## config.mk

```make
export PLATFORM = sky130hd
export DESIGN_NAME = aes_out_credit_fifo_flat
export DESIGN_NICKNAME = d
export VERILOG_FILES = /design/src/rtl/aes_out_credit_fifo_if.sv /design/src/rtl/aes_out_credit_fifo.sv /design/src/flat_wrapper.sv
export SDC_FILE = /design/constraint.sdc
export NUM_CORES = 2
export LEC_CHECK = 0
export ABC_AREA = 1
export CAP_MARGIN = 10
export CELL_PAD_IN_SITES_DETAIL_PLACEMENT = 1
export CELL_PAD_IN_SITES_GLOBAL_PLACEMENT = 1
export CORE_MARGIN = 2
export CORE_UTILIZATION = 50
export CTS_CLUSTER_SIZE = 14
export DETAILED_ROUTE_END_ITERATION = 8
export PLACE_DENSITY = 0.8
export SETUP_SLACK_MARGIN = 0.4
export SLEW_MARGIN = 20
export SYNTH_ARGS = -nofsm -noshare
export SYNTH_HDL_FRONTEND = slang
export SYNTH_SLANG_ARGS = --single-unit
```

## constraint.sdc

```tcl
create_clock -name ap_clk -period 17.6 [get_ports ap_clk]
set_clock_uncertainty 0.2 [all_clocks]
set_input_delay 3.52 -clock ap_clk [delete_from_list [all_inputs] [get_ports ap_clk]]
set_output_delay 3.52 -clock ap_clk [all_outputs]
set_load 0.05 [all_outputs]
```

## src/rtl/aes_out_credit_fifo_if.sv

```systemverilog
// Handshake bundle between the AES output FIFO and its neighbours.
// Carries issue credits, core ciphertext and the out_V stream.
interface aes_out_credit_fifo_if #(
  parameter int DATA_W = 128,
  parameter int ADDR_W = 4
);
  logic              issue_V;
  logic              issue_ready;
  logic [DATA_W-1:0] enc_V;
  logic              enc_valid_V;
  logic [DATA_W-1:0] out_V_din;
  logic              out_V_full_n;
  logic              out_V_write;
  logic [ADDR_W:0]   level;
  logic              err;

  modport master (
    output issue_V,
    output enc_V,
    output enc_valid_V,
    output out_V_full_n,
    input  issue_ready,
    input  out_V_din,
    input  out_V_write,
    input  level,
    input  err
  );

  modport slave (
    input  issue_V,
    input  enc_V,
    input  enc_valid_V,
    input  out_V_full_n,
    output issue_ready,
    output out_V_din,
    output out_V_write,
    output level,
    output err
  );
endinterface

```

## src/rtl/aes_out_credit_fifo.sv

```systemverilog
// Ciphertext capture FIFO behind the AES-128 core with issue credits.
// Credits bound blocks in flight so a valid-only return always has room.
module aes_out_credit_fifo #(
  parameter int DATA_W = 128,
  parameter int DEPTH  = 16,
  parameter int ADDR_W = 4
) (
  input logic ap_clk,
  input logic ap_rst,
  aes_out_credit_fifo_if.slave bus
);

  localparam logic [ADDR_W:0]   DEPTH_C = (ADDR_W+1)'(DEPTH);
  localparam logic [ADDR_W+1:0] DEPTH_S = (ADDR_W+2)'(DEPTH);

  logic [DATA_W-1:0] mem [DEPTH];
  logic [ADDR_W-1:0] wr_ptr;
  logic [ADDR_W-1:0] rd_ptr;
  logic [ADDR_W:0]   count;
  logic [ADDR_W:0]   inflight;
  logic              err_q;

  logic [ADDR_W+1:0] credit_sum;
  logic              ready;
  logic              full;
  logic              empty;
  logic              pop;
  logic              push;
  logic              issue_acc;
  logic              ret;
  logic              err_set;
  logic [ADDR_W:0]   count_nx;
  logic [ADDR_W:0]   inflight_nx;

  assign credit_sum = {1'b0, count} + {1'b0, inflight};
  assign ready      = credit_sum < DEPTH_S;
  assign full       = count == DEPTH_C;
  assign empty      = count == '0;
  assign pop        = !empty && bus.out_V_full_n;
  assign push       = bus.enc_valid_V && (!full || pop);
  assign issue_acc  = bus.issue_V && ready;
  assign ret        = bus.enc_valid_V && (inflight != '0);

  assign err_set = (bus.issue_V && !ready)
                || (bus.enc_valid_V && inflight == '0)
                || (bus.enc_valid_V && !push);

  // next occupancy and credit counts
  always_comb begin
    count_nx    = count;
    inflight_nx = inflight
                + (ADDR_W+1)'(issue_acc)
                - (ADDR_W+1)'(ret);
    unique case ({push, pop})
      2'b10:   count_nx = count + 1'b1;
      2'b01:   count_nx = count - 1'b1;
      default: count_nx = count;
    endcase
  end

  // pointer, counter and sticky error state
  always_ff @(posedge ap_clk) begin
    if (ap_rst) begin
      wr_ptr   <= '0;
      rd_ptr   <= '0;
      count    <= '0;
      inflight <= '0;
      err_q    <= 1'b0;
    end else begin
      if (push) wr_ptr <= wr_ptr + 1'b1;
      if (pop)  rd_ptr <= rd_ptr + 1'b1;
      count    <= count_nx;
      inflight <= inflight_nx;
      if (err_set) err_q <= 1'b1;
    end
  end

  // block storage; contents survive reset, pointers do not
  always_ff @(posedge ap_clk) begin
    if (push && !ap_rst) mem[wr_ptr] <= bus.enc_V;
  end

  assign bus.issue_ready = ready;
  assign bus.out_V_write = pop;
  assign bus.out_V_din   = empty ? '0 : mem[rd_ptr];
  assign bus.level       = count;
  assign bus.err         = err_q;

endmodule

```

## src/flat_wrapper.sv

```systemverilog
// flat-port wrapper written by rule: the top's interface ports become plain ports
module aes_out_credit_fifo_flat 
#(
  parameter int DATA_W = 128,
  parameter int DEPTH  = 16,
  parameter int ADDR_W = 4
)
  (ap_clk, ap_rst, bus_issue_V, bus_enc_V, bus_enc_valid_V, bus_out_V_full_n, bus_issue_ready, bus_out_V_din, bus_out_V_write, bus_level, bus_err);
  aes_out_credit_fifo_if #(.DATA_W(DATA_W), .ADDR_W(ADDR_W)) bus_i ();
  input logic ap_clk;
  input logic ap_rst;
  input wire logic [$bits(bus_i.issue_V)-1:0] bus_issue_V;
  input wire logic [$bits(bus_i.enc_V)-1:0] bus_enc_V;
  input wire logic [$bits(bus_i.enc_valid_V)-1:0] bus_enc_valid_V;
  input wire logic [$bits(bus_i.out_V_full_n)-1:0] bus_out_V_full_n;
  output wire logic [$bits(bus_i.issue_ready)-1:0] bus_issue_ready;
  output wire logic [$bits(bus_i.out_V_din)-1:0] bus_out_V_din;
  output wire logic [$bits(bus_i.out_V_write)-1:0] bus_out_V_write;
  output wire logic [$bits(bus_i.level)-1:0] bus_level;
  output wire logic [$bits(bus_i.err)-1:0] bus_err;
  assign bus_i.issue_V = bus_issue_V;
  assign bus_i.enc_V = bus_enc_V;
  assign bus_i.enc_valid_V = bus_enc_valid_V;
  assign bus_i.out_V_full_n = bus_out_V_full_n;
  assign bus_issue_ready = bus_i.issue_ready;
  assign bus_out_V_din = bus_i.out_V_din;
  assign bus_out_V_write = bus_i.out_V_write;
  assign bus_level = bus_i.level;
  assign bus_err = bus_i.err;
  aes_out_credit_fifo #(.DATA_W(DATA_W), .DEPTH(DEPTH), .ADDR_W(ADDR_W)) u_core (.ap_clk(ap_clk), .ap_rst(ap_rst), .bus(bus_i));
endmodule
```

==> results <==
- The layout has 17135 filler cells.
- Global routing used ~50% of the available met2 tracks.
- The origin of the critical flop-to-flop path is u_core.bus.level[0].
- The die covers approximately 170000 um^2.
- TritonCTS built the clock tree.
- The HPWL after detailed placement is 126000 um.
- CTS saw 2071 sinks.
- The x dimension of the die is 415 um.
- The combined global-route utilization of all metal layers is 29.6%.
- The critical path goes through buf_4, buf_4, buf_4, nand2_1, nand2_1, nand2_1, nand3_1, nand3_1, a21oi_1, clkdlybuf4s50_1.
- The worst path uses between 60% and 70% of the clock period.
- The worst pin sits at a relative slew slack of 17.0%.
- The fraction of power spent switching nets is 36.5%.
- Data arrives at the worst endpoint at 6900 ps.
- For this run, the slowest stage of the critical path takes between 900 and 1000 ps.
- In this run the remaining antenna-violating nets after routing total 0.
- Once layout is complete, the utilization of the core stands at 57.1%.
- The number of standard cells in the final layout excluding fillers is 9934.
- After the first detailed-routing iteration, the DRC count stood at 5943.
- After detailed routing, the number of vias per cell comes to 5.88.
- The total detailed-routing wirelength is 258000 um.
- The first global-routing pass estimated 384000 um of wire.
- Each instance of the synthesized netlist takes up on average 11.4 um^2.
- The global routing usage on met3 is 4.71%.
- Entering global routing, the biggest net connects 266 pins.
- In the synthesized netlist the async set-or-reset flop fraction comes to 0%.
- The maximum buffer depth of the clock tree is 3.
- For this design the static power due to leakage is 35.1 nW.
- The analysis attributes to net switching a power of 5.28 mW.
- The setup violation total in the final timing report is 0.
- The hold-critical path depth is 2.
- The logic depth of the worst register-to-register path is 8.
- In this run the number of H-tree levels came out at 4.
- Summed over its instances, the top area cell type makes up 72.9% of the synthesized netlist area.
- The top fanout value on the critical path is a little under 100.
- The count of buffers inserted at the top-level ports is 268.
- The cell with the most instances after synthesis is sky130_fd_sc_hd__nand2_1.
- The total vias in the final route is 58397.
- The largest area contributor in the netlist is sky130_fd_sc_hd__edfxtp_1.
- The post-route netlist has 5.06% of its cells at a drive strength greater than 1.
- The tree is rooted in a sky130_fd_sc_hd__clkbuf_16.
- The slowest stage of the critical path belongs to the cell sky130_fd_sc_hd__dfxtp_4.
- In the synthesized netlist, the number of instances is approximately 7400.
- The CTS buffer count is 209.
- The startpoint identified for the worst hold timing path is u_core.rd_ptr[3].
- For this configuration, the core starts out at a cell density of 50.4%.
- 269 I/O pins were placed.
- After floorplanning, the core was sized to cover 167000 um^2.
- VDD sags by at most 125 uV.
- The layer carrying the most global-route usage is met2.
- Relative to the synthesized area, the layout overhead comes to 13.4%.
- The final total negative setup slack is 0 ps.
- The internal power is 9.19 mW.
- Power comes to 14.5 mW.
- The count of flip-flops with a built-in enable after synthesis is between 2000 and 2500.
- The endpoint identified for the worst register-to-register timing path is u_core.mem[10][60].
- The number of resized instances in the post-cts repair step is 0.
- The number of nets handed over by synthesis was 7568.
- OpenSTA, run right after detailed placement, puts the worst setup slack at 7910 ps.
- Timing would allow up to ~0.094 GHz.
- The placed instance area is 88800 um^2.
- At the end of routability-driven placement, the weighted congestion stood at 0.760.
- Clock-pin slew was measured on the worst setup and hold paths at 60 ps.
- In the synthesized netlist the dominant register cell turns out to be sky130_fd_sc_hd__edfxtp_1.
- By area the synthesized netlist is led by sky130_fd_sc_hd__edfxtp_1 (73%), sky130_fd_sc_hd__nand2_1 (10%), sky130_fd_sc_hd__nand3_1 (5.4%).
- In this run the vertical extent of the chip is 415 um.
- The later-pin clock latency in the skew report is ~840 ps.
- Data on the critical path is required at its endpoint by 13880 ps.
- The flow ran to the end, and the final reports show no timing, DRC or antenna violations.
- The worst hold slack is 297 ps.
- Buffers inserted to repair hold after CTS numbered 0.
- The min-delay analysis places its worst path in the category flip-flop to flip-flop.
- The first-pass iteration count of the detailed router is 8.
- The post-layout minimum cycle time is about 11000 ps.
- The max-cap check violation count is 0.
- The slack of the worst reg-to-reg path is 12730 ps.
- The initial antenna violation count is 34.
- The max-slew violation count is 0.
- The post-route standard cell area excluding fillers is roughly 96000 um^2.
- For this run the aggregate overflow at the end of global routing stands at 0.
- Setup repair after global routing left no endpoint under its margin.
- The relative contribution of sequential cells to total power is 38.4%.
- The kind of start point of the critical path is a flip-flop.
- After synthesis the cells add up to between 80000 and 90000 um^2.
- For this run, the post-layout net count is 7690.
- The sequential-to-total area share from yosys stat is approximately 73%.
- The synthesized netlist contains 24 unique library cells.
- Synthesis inferred slightly above 2000 register bits.
- The combinational power share is 31.1%.
- The floorplan has 150 rows.
- The total power density per cell area is 151 nW/um^2.
- The post-CTS setup buffer count is 0.
- The pin slew with the least headroom to its limit is 1240 ps.
- In this run, the clock network consumes 30.6% of the power.
- The routed wirelength normalized by instance count is 26.0 um.
- Once routing completed, OpenROAD measured the worst setup slack at 6980 ps.
- The hold violation count in the final report is 0.
- In this run, placement finished with an instance count of 9528.
- For this run, design rule violations remaining after detail routing come to 0.
- The global-route met1 utilization is 37.6%.
- Sorting the synthesized cells by how often they occur yields sky130_fd_sc_hd__nand2_1 (2333), sky130_fd_sc_hd__edfxtp_1 (2048), sky130_fd_sc_hd__nand3_1 (906), sky130_fd_sc_hd__nor2_1 (802), sky130_fd_sc_hd__o21ai_0 (393).
- The number of global-route vias before repair was 62961.
- The worst setup path is of the flip-flop to primary output kind.
- The total number of yosys warnings is 0.
- The worst setup path is captured at a primary output.
## state kept, by name, summed over array words and instances, names as in the netlist, named ones only
register,count
u_core.mem,2048
u_core.bus.level,5
u_core.inflight,5
u_core.rd_ptr,4
u_core.wr_ptr,4
u_core.bus.err,1
## power groups by stage
| stage | logic (mW) | registers [mW] | clock network, mW |
|---|---|---|---|
| 2_1_floorplan | 2.92 | 5.64 | 0 |
| 3_3_place_gp | 4.26 | 5.65 | 0 |
| 3_5_place_dp | 4.43 | 5.66 | 0 |
| 4_1_cts | 4.49 | 5.55 | 4.46 |
| 5_1_grt | 4.83 | 5.56 | 4.63 |
| 6_report | 4.49 | 5.55 | 4.42 |
## kinds of logic (layout without fill, tap and decap cells)
group / after synthesis / in the layout / synth area share [%]
adder cells (fa/ha/maj): 21 / 21 / 0.329
AND/OR/NAND/NOR: 4046 / 4046 / 19.4
other: 0 / 21 / 0
XOR/XNOR: 9 / 9 / 0.0935
flip-flops: 2071 / 2071 / 73.5
AO/OA/AOI/OAI: 538 / 538 / 3.20
buffers and inverters: 729 / 1024 / 3.53
## worst max-delay path, delay by kind of cell (launching register included)
kind / cells / cell delay, ps
simple gates: 5 / 530
buf+inv: 4 / 3650
flops: 1 / 980
compound gates: 1 / 530
## area by class of cell
class	count	area (um^2)	area share [%]
Antenna cell	21	52.6	0.0550
Tap cell	2204	2760	2.88
Clock inverter	110	1110	1.16
Sequential cell	2071	62000	64.8
Inverter	289	1130	1.18
Clock buffer	274	5580	5.84
Timing Repair Buffer	351	3510	3.67
Multi-Input combinational cell	4614	19500	20.4
## cells in the final DEF, fill, tap and decap left out, types with 34 or more instances in the layout
cell	netlist	layout
sky130_fd_sc_hd__a21oi_1	144	144
sky130_fd_sc_hd__buf_4	2	65
sky130_fd_sc_hd__clkbuf_1	252	60
sky130_fd_sc_hd__clkbuf_16	0	214
sky130_fd_sc_hd__clkdlybuf4s50_1	0	268
sky130_fd_sc_hd__clkinv_1	2	43
sky130_fd_sc_hd__clkinv_2	0	34
sky130_fd_sc_hd__edfxtp_1	2048	2048
sky130_fd_sc_hd__inv_1	286	283
sky130_fd_sc_hd__nand2_1	2333	2333
sky130_fd_sc_hd__nand3_1	906	906
sky130_fd_sc_hd__nor2_1	802	786
sky130_fd_sc_hd__o21ai_0	393	393
## how the worst max path moves through the flow
stage	from	endpoint	slack (ps)	cells past startpoint
3_5_place_dp	flip-flop	bus_out_V_din[29]	7910	11
4_1_cts	flip-flop	bus_out_V_din[29]	6950	11
5_1_grt	flip-flop	bus_out_V_din[39]	6660	11
2_1_floorplan	bus_out_V_full_n	u_core.mem[0][0]	7350	6
6_report	flip-flop	bus_out_V_din[61]	6980	10
3_3_place_gp	flip-flop	bus_out_V_din[29]	7680	11
## layer usage
layer / vias to the layer above / part of all wire, %
met5: - / 0.070
met1: 29900 / 39
met2: 2312 / 50
met4: 26 / 3.9
li1: 25580 / -
met3: 579 / 6.7
Power figures use the tool's default switching activity.
